--- config.mk ---
export PLATFORM = sky130hd
export DESIGN_NAME = multicycle_adder
export DESIGN_NICKNAME = d
export VERILOG_FILES = /design/src/rtl/multicycle_adder_pkg.sv /design/src/rtl/multicycle_adder_chunk_adder.sv /design/src/rtl/multicycle_adder.sv
export SDC_FILE = /design/constraint.sdc
export NUM_CORES = 1
export LEC_CHECK = 0
export ABC_CLOCK_PERIOD_IN_PS = 2450
export CAP_MARGIN = 20
export CORE_MARGIN = 2
export CORE_UTILIZATION = 45
export DETAILED_ROUTE_END_ITERATION = 16
export GPL_ROUTABILITY_DRIVEN = 0
export GPL_TIMING_DRIVEN = 0
export PLACE_DENSITY = 0.74
export SLEW_MARGIN = 10
export SYNTH_ARGS = -nofsm -noshare
export SYNTH_HDL_FRONTEND = slang
export SYNTH_HIERARCHICAL = 1
export SYNTH_SLANG_ARGS = --single-unit
--- constraint.sdc ---
create_clock -name clk -period 2.45 [get_ports clk]
set_clock_uncertainty 0.15 [all_clocks]
set_input_delay 0.3675 -clock clk [delete_from_list [all_inputs] [get_ports clk]]
set_output_delay 0.3675 -clock clk [all_outputs]
set_load 0.03 [all_outputs]
--- src/rtl/multicycle_adder_pkg.sv ---
// Shared types and helpers for the multicycle (chunk-serial) adder.
package multicycle_adder_pkg;

  localparam logic [1:0] ST_IDLE = 2'd0;
  localparam logic [1:0] ST_RUN  = 2'd1;
  localparam logic [1:0] ST_DONE = 2'd2;

  typedef enum logic [1:0] {
    IDLE = ST_IDLE,
    RUN  = ST_RUN,
    DONE = ST_DONE
  } state_t;

  // Chunk counter width; a single-stage adder still needs one bit.
  function automatic int unsigned cnt_width(input int unsigned stages);
    return (stages <= 1) ? 1 : $clog2(stages);
  endfunction

endpackage

--- src/rtl/multicycle_adder_chunk_adder.sv ---
// Combinational W-bit ripple adder; also exposes the carry into its MSB.
module chunk_adder #(
  parameter int unsigned W = 4
) (
  input  logic [W-1:0] a,
  input  logic [W-1:0] b,
  input  logic         cin,
  output logic [W-1:0] sum_c,
  output logic         cout_c,
  output logic         cmsb_c
);

  logic [W:0] carry;

  assign carry[0] = cin;

  for (genvar i = 0; i < W; i++) begin : g_bit
    assign sum_c[i]     = a[i] ^ b[i] ^ carry[i];
    assign carry[i + 1] = (a[i] & b[i]) | (carry[i] & (a[i] ^ b[i]));
  end

  assign cout_c = carry[W];
  assign cmsb_c = carry[W-1];

endmodule

--- src/rtl/multicycle_adder.sv ---
// N-bit adder processing W bits per clock with a registered inter-chunk carry.
// Optional signed-overflow output enabled by defining MULTICYCLE_ADDER_OVF_EN.
module multicycle_adder
  import multicycle_adder_pkg::*;
#(
  parameter int unsigned N = 16,
  parameter int unsigned W = 4
) (
  input  logic         clk,
  input  logic         rst,
  input  logic         in_valid,
  output logic         in_ready,
  input  logic [N-1:0] a,
  input  logic [N-1:0] b,
  input  logic         cin,
  output logic         out_valid,
  input  logic         out_ready,
  output logic [N-1:0] sum,
`ifdef MULTICYCLE_ADDER_OVF_EN
  output logic         ovf,
`endif
  output logic         cout
);

  localparam int unsigned STAGES = N / W;
  localparam int unsigned CW     = cnt_width(STAGES);

  if ((W < 1) || (W > N) || ((N % W) != 0)) begin : g_bad_params
    $error("multicycle_adder: N must be a non-zero multiple of W with 1 <= W <= N");
  end

  state_t         state;
  logic [N-1:0]   a_sh;
  logic [N-1:0]   b_sh;
  logic           carry;
  logic [CW-1:0]  cnt;

  logic [W-1:0]   chunk_sum_c;
  logic           chunk_cout_c;
  logic [N-1:0]   sum_shift_c;
  logic           last_c;
`ifdef MULTICYCLE_ADDER_OVF_EN
  logic           chunk_cmsb_c;
`else
  logic           chunk_cmsb_unused;
`endif

  chunk_adder #(.W(W)) u_chunk (
    .a      (a_sh[W-1:0]),
    .b      (b_sh[W-1:0]),
    .cin    (carry),
    .sum_c  (chunk_sum_c),
    .cout_c (chunk_cout_c),
`ifdef MULTICYCLE_ADDER_OVF_EN
    .cmsb_c (chunk_cmsb_c)
`else
    .cmsb_c (chunk_cmsb_unused)
`endif
  );

  // New chunk enters at the MSB end so the last chunk lands in the top W bits.
  assign sum_shift_c = (sum >> W) | (N'(chunk_sum_c) << (N - W));
  assign last_c      = (cnt == CW'(STAGES - 1));

  always_ff @(posedge clk) begin
    if (rst) begin
      state     <= IDLE;
      in_ready  <= 1'b1;
      out_valid <= 1'b0;
      sum       <= '0;
      cout      <= 1'b0;
      carry     <= 1'b0;
      cnt       <= '0;
      a_sh      <= '0;
      b_sh      <= '0;
`ifdef MULTICYCLE_ADDER_OVF_EN
      ovf       <= 1'b0;
`endif
    end else begin
      case (state)
        IDLE: begin
          if (in_valid) begin
            a_sh     <= a;
            b_sh     <= b;
            carry    <= cin;
            cnt      <= '0;
            in_ready <= 1'b0;
            state    <= RUN;
          end
        end
        RUN: begin
          sum   <= sum_shift_c;
          carry <= chunk_cout_c;
          a_sh  <= a_sh >> W;
          b_sh  <= b_sh >> W;
          cnt   <= cnt + CW'(1);
          if (last_c) begin
            cout      <= chunk_cout_c;
`ifdef MULTICYCLE_ADDER_OVF_EN
            ovf       <= chunk_cmsb_c ^ chunk_cout_c;
`endif
            out_valid <= 1'b1;
            state     <= DONE;
          end
        end
        DONE: begin
          if (out_ready) begin
            out_valid <= 1'b0;
            in_ready  <= 1'b1;
            state     <= IDLE;
          end
        end
        default: begin
          out_valid <= 1'b0;
          in_ready  <= 1'b1;
          state     <= IDLE;
        end
      endcase
    end
  end

endmodule

# After elaboration in Yosys (flattened, before gate mapping)
# Cells that the tools add are included.
# W data, S select, Z words.
[word_totals] wordCells=64 reg_bits=56 input_bits=37
[op_classes] reduce_logical=7 eq_ne=6 n_bitwise=23 mux=18 addsub=1
[ops] cell="$pmux W16 S2" n=2
[ops] cell="$mux W16" n=2
[ops] cell="$or A12 B16 Y16" n=1
[ops] cell="$reduce_and A3 Y1" n=3
[ops] cell="$and A1 B1 Y1" n=8
[ops] cell="$mux W2" n=4
[ops] cell="$xor A1 B1 Y1" n=8
[ops] cell="$ne A2 B2 Y1 const B" n=3
[ops] cell="$pmux W1 S3" n=2
[ops] cell="$pmux W2 S3" n=1
[ops] cell="$mux W1" n=5
[ops] cell="$eq A2 B2 Y1 const B" n=2
[ops] cell="$or A1 B1 Y1" n=4
[ops] cell="$pmux W2 S2" n=1
[ops] cell="$reduce_and A2 Y1" n=2
[ops] cell="$add A2 B1 Y2 const B" n=1
[ops] cell="$eq A2 B1 Y1 const B" n=1
[ops] cell="$logic_not A2 Y1" n=1
[ops] cell="$not A1 Y1" n=2
[ops] cell="$pmux W1 S2" n=1
[ops] cell="$reduce_bool A2 Y1" n=1

# Depth between registers and ports, before layout
# Gate-level depths: netlist of the first run.
[logic_depth] depth_word=10 mapped_depth=9 depth_no_buf=9

# Modules after synthesis
# The synthesis of the first run kept the hierarchy.
[modules_own_cells] module="multicycle_adder" area_per_inst_um2=2205.9 n_inst=1 seq_area_each_um2=1121.1 cells_per_inst=244
[modules_own_cells] module="chunk_adder" area_per_inst_um2=110.1 n_inst=1 seq_area_each_um2=0.0 cells_per_inst=12

# Least setup slack after synthesis of the first run
# No wires, ideal clock.
[synth_timing] path_kind="register to register" from="register a_sh[0]" to="register carry" arrival_ns=1.910 path_slack_ns=0.262 n_path_buf=0 period_less_slack_ns=2.188 stages_incl_launch_ff=10 cell_sequence="dfxtp_1 fa_1 inv_1 fa_1 fa_1 inv_1 fa_1 mux2_2 mux2i_1 nor2_1"
[synth_via] elab_chain_cells=10 word_cells_on_any_way=11 classes_between="mux (1); bitwise (10)"
[synth_lines] item="start: declaration" line="multicycle_adder.sv:33" rtl="logic [N-1:0] a_sh;"
[synth_lines] item="start signal: assignment" line="multicycle_adder.sv:94" rtl="a_sh <= a_sh >> W;"
[synth_lines] item="$xor A1 B1 Y1" line="multicycle_adder_chunk_adder.sv:19" rtl="assign carry[i + 1] = (a[i] & b[i]) | (carry[i] & (a[i] ^ b[i]));"
[synth_lines] item="$and A1 B1 Y1" line="multicycle_adder_chunk_adder.sv:19"
[synth_lines] item="$or A1 B1 Y1 (*)" line="multicycle_adder_chunk_adder.sv:19"
[synth_lines] item="$and A1 B1 Y1 (*)" line="multicycle_adder_chunk_adder.sv:19"
[synth_lines] item="$or A1 B1 Y1 (*)" line="multicycle_adder_chunk_adder.sv:19"
[synth_lines] item="$and A1 B1 Y1 (*)" line="multicycle_adder_chunk_adder.sv:19"
[synth_lines] item="$or A1 B1 Y1 (*)" line="multicycle_adder_chunk_adder.sv:19"
[synth_lines] item="net chunk_cmsb_unused" line="multicycle_adder.sv:45" rtl="logic chunk_cmsb_unused;"
[synth_lines] item="$and A1 B1 Y1 (*)" line="multicycle_adder_chunk_adder.sv:19"
[synth_lines] item="$or A1 B1 Y1 (*)" line="multicycle_adder_chunk_adder.sv:19"
[synth_lines] item="net chunk_cout_c" line="multicycle_adder.sv:39" rtl="logic chunk_cout_c;"
[synth_lines] item="$pmux W1 S2 (*)" line="multicycle_adder.sv:80" rtl="case (state)"
[synth_lines] item="end signal: assignment" line="multicycle_adder.sv:85" rtl="carry <= cin;"
[synth_lines] item="end signal: assignment" line="multicycle_adder.sv:93" rtl="carry <= chunk_cout_c;"
[synth_lines] item="end: declaration" line="multicycle_adder.sv:35" rtl="logic carry;"
# Mark *: on every way through the listed nets, which the timed path passes. The rest lies on a longest branch.
# A chain may end at the register's enable or synchronous reset.

# Worst setup path after layout of the first run
# Ends and elaborated chain as after synthesis.

==> results of run 1 <==
==> placed cells by master (no fill, tap or decap), types with 4 or more instances in the layout <==
cell,count
o22ai_2,10
nand3b_1,4
nand2_1,33
o22ai_1,14
inv_1,32
dfxtp_1,56
clkdlybuf4s50_1,54
buf_2,10
clkbuf_1,6
a211oi_1,26
a22oi_1,6
a21oi_1,22
nor2_1,13
clkbuf_8,5
==> cell families (layout without fill, tap and decap cells) <==
kind of cell / count (synthesis) / in the layout
muxes: 4 / 4
DFF: 56 / 56
buffers and inverters: 52 / 114
AOI/OAI and AO/OA: 83 / 83
and+or+nand+nor: 56 / 56
adders and majority gates: 5 / 5
==> registers in the layout, summed over array words and instances, names as in the netlist <==
register and count:
sum 16, cnt 2, a_sh 16, carry 1, state 2, cout 1
out_valid 1, b_sh 16, in_ready 1
==> cell usage after synthesis, drive strengths merged <==
master,n,area share
dfxtp,56,0.48
nand2,33,0.053
inv,32,0.052
a211oi,26,0.084
o22ai,24,0.092
a21oi,22,0.048
buf,14,0.035
nor2,13,0.021
a22oi,6,0.019
clkbuf,6,0.0097
fa,4,0.035
nand3b,4,0.013
mux2i,3,0.013
o21ai,3,0.0065
nand2b,2,0.0054
nor2b,2,0.0054
a2bb2oi,1,0.0038
ha,1,0.0054
mux2,1,0.0049
nor3b,1,0.0032
o21bai,1,0.0032
or3b,1,0.0038
==> timing repair <==
item                       CTS  global route
resized for setup            0             1
setup endpoints to repair    0             1
hold endpoints to repair     0             0
==> worst reg2reg max path, stage by stage, from the launching register on <==
cell and delay [ps]:
dfxtp_1 340, fa_1 420, inv_1 80, fa_1 180, fa_1 160, inv_1 50
fa_2 350, mux2_2 270, mux2i_1 140, nor2_1 60
==> layer usage <==
metal  GRT usage  part of all wire  wire [um]  vias up
met5           0                 0          0        -
met4      0.0760             0.016         86        0
met3      0.0357             0.035        188        7
met2       0.332              0.46       2460       41
met1       0.269              0.48       2580      925
li1            -                 -          -     1001
==> final cells by class <==
type / instances / area [um^2]
fillers: 455 / 1940
flip-flops and latches: 56 / 1120
multi-input cells: 148 / 975
repair buffers: 54 / 541
inverters: 32 / 120
plain buffers: 20 / 103
clock inverters: 3 / 90.1
well taps: 70 / 87.6
clock buffers: 5 / 68.8
==> through the flow <==
stage | utilization | power, mW
finish | 0.616 | 2.14
floorplan | - | 1.22
detailed placement | 0.584 | 1.36
global route | 0.616 | 2.23
CTS | 0.615 | 2.16
global placement | 0.584 | 1.35
==> report_power, final <==
group	switching (mW)	total [mW]	internal (mW)
clock	0.297	0.807	0.511
combinational	0.169	0.331	0.162
sequential	0.0385	1.01	0.968
==> final timing paths <==
kind,endpoint,slack [ps]
worst max-delay path,carry,130
worst min-delay path,sum[2],310
worst max register to register,carry,130
worst min register to register,sum[2],310
==> flow_summary.toml, run 1 <==
[synth]
synthXorXnorAreaFrac = 0
syn-cell-area_mm2 = 0.00232
synth_top_family_by_area = "compound AO/OA/AOI/OAI gates"
muxShareOfSynthArea = 0.0178
synth_fa_ha_area_frac = 0.0400
syn-instance-count = 256
synth-seq-cells = 56
avgSynthCellArea_um2 = 9.05
yosysWarnings = 6
synth_cell_types = 25
yosysSeqAreaShare = 0.484
synth_compound_area_frac = 0.257
synthSimpleGateAreaFrac = 0.105
syn_nets = 298

[detailed_routing]
vias = 1974
dr.pass1.iters = 4
drcViolationCount = 0
wl_um = 5320
routedWlPerCell_um = 13.7
ant_nets = 0
vias_per_cell = 5.09
drt_iter0_drc = 84

[power_and_ir_drop]
p_leak_nw = 1.15
irDropWorstVdd_uv = 419
power_density_mw_per_mm2 = 691

[cts]
postCtsHoldBufs = 0
clk_pin_slew_ps = 100
clk_latency_ps = 310
htree_levels = 2
cts_buffers = 5
cts_tree = "done"
cts_root_buf = "clkbuf_8"
clockBufferDepth = 2
post_cts_buffers = 0
cts_sinks = 56

[place]
dpl.cell_count = 380
hpwlAfterDp_um = 3760
pre_cts_ws_ps = 128
place_area_mm2 = 0.00294
io_buffers = 54

[sta]
worstMarginPinSlew_ps = 655
slew_violations = 0
fin_crit_ps = 2320
rsz0062_at_grt = "false"
fmax_mhz = 431
post-route-period-util = 0.947
worst_slack_ps = 130
tns_ps = 0
fin_hold_ws_ps = 308
setup_viol = 0
slew_headroom = 0.563
hold_viol = 0

[die]
coreArea_mm2 = 0.00504
die_w_um = 75.7
die-area_mm2 = 0.00574
dieHeight_um = 75.7
ioPinCount = 56
rows = 26
start_util = 0.459

[worst_setup_path]
rr_worst_depth = 9
slowest_stage = "fa_1"
worstPathArrival_ps = 2360
crit_top_cell = "fa_1"
startpoint = "a_sh[0]"
cp.depth = 9
cp-start-kind = "register"
cp_top_family = "adder cells"
cp_num_buf_inv = 2
path_max_fanout = 2
r2r_start = "a_sh[0]"
endpoint_kind = "register"
worstPathRequired_ps = 2490
critPathKind = "reg -> reg"
slowest_delay_ps = 420
path_cells = "fa_1, inv_1, fa_1, fa_1, inv_1, fa_2, mux2_2, mux2i_1, nor2_1"

[run_status]
status = "complete, no violations"

[global_route]
grt_max_degree = 18
track_usage = 0.203
grt_pass1_vias = 1939
grt_overflow = 0
grt_pass1_wl_um = 8720
antenna_found_initial = 0

[worst_hold_path]
hold_class = "reg -> reg"
min-delay-start = "sum[2]"
hold_depth = 2

[final_layout]
finalInstanceArea_mm2 = 0.00311
final_nets = 359
area_growth_pct = 34.1
instances_no_fill = 388
num_antenna_cells = 0
drive_gt1_frac = 0.101

[run]
drv_cap = 0
No activity file was read; power rests on OpenSTA's default activity.
==> run 2: changes to the inputs <==
- CAP_MARGIN: 20 -> not set
- CELL_PAD_IN_SITES_DETAIL_PLACEMENT: not set -> 0
- CELL_PAD_IN_SITES_GLOBAL_PLACEMENT: not set -> 2
- CORE_UTILIZATION: 45 -> 29
- PLACE_DENSITY: 0.74 -> not set
- PLACE_DENSITY_LB_ADDON: not set -> 0.3
==> run 2 against run 1 <==
Net effect: die area increased by 52%; critical path depth fell by 1; design area decreased by 0.36%; sequential power is essentially flat; core utilization fell by 22 points; register-to-register slack improved by 40 ps; fmax grew 1.6%; clock-buffer cell count up 1; worst hold slack is essentially flat; wire length increased by 8.1%; via count decreased by 2.1%; sequential share of layout area is 0.13 points higher; largest cell class unchanged.
==> flow_summary.toml, run 2 (synthesis results as in run 1) <==
[run_status]
status = "complete, no violations"

[sta]
fin_crit_ps = 2280
tns_ps = 0
setup_viol = 0
rsz0062_at_grt = "false"
slew_violations = 0
post-route-period-util = 0.932
slew_headroom = 0.507
hold_viol = 0
fmax_mhz = 438
worstMarginPinSlew_ps = 738

[worst_setup_path]
worstPathArrival_ps = 2310
endpoint_kind = "register"
cp-start-kind = "register"
worstPathRequired_ps = 2470
critPathKind = "reg -> reg"
path_max_fanout = 2

[detailed_routing]
vias = 1932
vias_per_cell = 4.60
drt_iter0_drc = 70
dr.pass1.iters = 4
drcViolationCount = 0
wl_um = 5740
routedWlPerCell_um = 13.7
ant_nets = 0

[final_layout]
num_antenna_cells = 0
fin_util = 0.400
mostFrequentLayoutCells = "dfxtp_1 (56), clkdlybuf4s50_1 (54), nand2_1 (33), inv_1 (32), a211oi_1 (26)"
final_nets = 359
nFillCells = 799
area_growth_pct = 33.6
mostFrequentLayoutCell = "dfxtp_1"
drive_gt1_frac = 0.0975
seq_area_mm2 = 0.00112
largestRegisters = "a_sh x16, b_sh x16, sum x16"
multiInputGateArea_um2 = 975

[worst_hold_path]
hold_class = "reg -> reg"

[die]
die_w_um = 93.4
dieHeight_um = 93.4
coreArea_mm2 = 0.00773
rows = 32
start_util = 0.300
die-area_mm2 = 0.00872
ioPinCount = 56

[power_and_ir_drop]
power_mw = 1.94
power_density_mw_per_mm2 = 626
p_leak_nw = 1.13
irDropWorstVdd_uv = 232

[run]
drv_cap = 0

[cts]
clockBufferDepth = 2
post_cts_buffers = 0
cts_tree = "done"
cts_buffers = 5
cts_sinks = 56
clk_latency_ps = 310
clk_pin_slew_ps = 100
cts_root_buf = "clkbuf_8"
htree_levels = 2

[global_route]
grt_max_degree = 17
track_usage = 0.139
grt_pass1_wl_um = 9430
grt_overflow = 0
antenna_found_initial = 0
grt_pass1_vias = 1839

[place]
hpwlAfterDp_um = 4110
io_buffers = 54
==> run 2: changes by cell type in the layout (fill, tap and decap cells not counted) <==
cell and change:
bufinv_16 -2, clkbuf_1 +1, clkinv_2 +1
==> run 2: what timing repair did <==
action                     in CTS  in global routing
setup endpoints to repair       0                  1
resized for setup               0                  1
hold buffers                    0                  0
==> run 2: path summary, 6_finish.rpt <==
kind / from / end / slack (ps) / cells after the start
min reg2reg: sum[8] / sum[4] / 310 / 2
max reg2reg: carry / sum[15] / 170 / 8
min: sum[8] / sum[4] / 310 / 2
max: carry / sum[15] / 170 / 8
==> run 2: where the power goes <==
group | internal [mW] | switching [mW] | leakage [nW]
Sequential | 0.968 | 0.0378 | 0.460
Combinational | 0.162 | 0.171 | 0.615
Clock | 0.304 | 0.294 | 0.0552
==> run 2: cell type report <==
| type | count | share of cell area |
|---|---|---|
| timing repair buffer | 54 | 0.175 |
| multi-input combinational | 148 | 0.315 |
| clock buffer | 6 | 0.0235 |
| inverter | 32 | 0.0388 |
| buffer | 20 | 0.0332 |
| sequential | 56 | 0.362 |
| clock inverter | 2 | 0.0113 |
| tap | 102 | 0.0412 |
==> run 2: metal layers <==
metal  share of wire  track usage  vias up
li1                -            -     1002
met1            0.50        0.203      884
met2            0.44        0.209       42
met3           0.052       0.0322        4
met4          0.0089       0.0331        0
met5               0            0        -
==> run 2: worst max-delay path, cell delays in order (launching register included) <==
cell and delay (ps):
dfxtp_1 390, fa_1 180, inv_1 50, fa_1 370, fa_1 360, inv_1 80, fa_2 440, nand2_1 80
a21oi_1 50
==> run 2: per-stage QoR <==
stage	std cells	worst slack (ps)	instance area, um^2	hold slack (ps)
2_1_floorplan	256	262	2320	283
3_3_place_gp	412	142	2980	293
3_5_place_dp	412	133	2980	298
4_1_cts	420	131	3090	313
5_1_grt	420	43.5	3090	328
6_report	420	168	3090	308
==> run 3: changes to the inputs <==
- SKIP_CTS_REPAIR_TIMING: not set -> 1
==> results of run 3 <==
No change in the layout: final DEF, timing and power equal those of run 2.
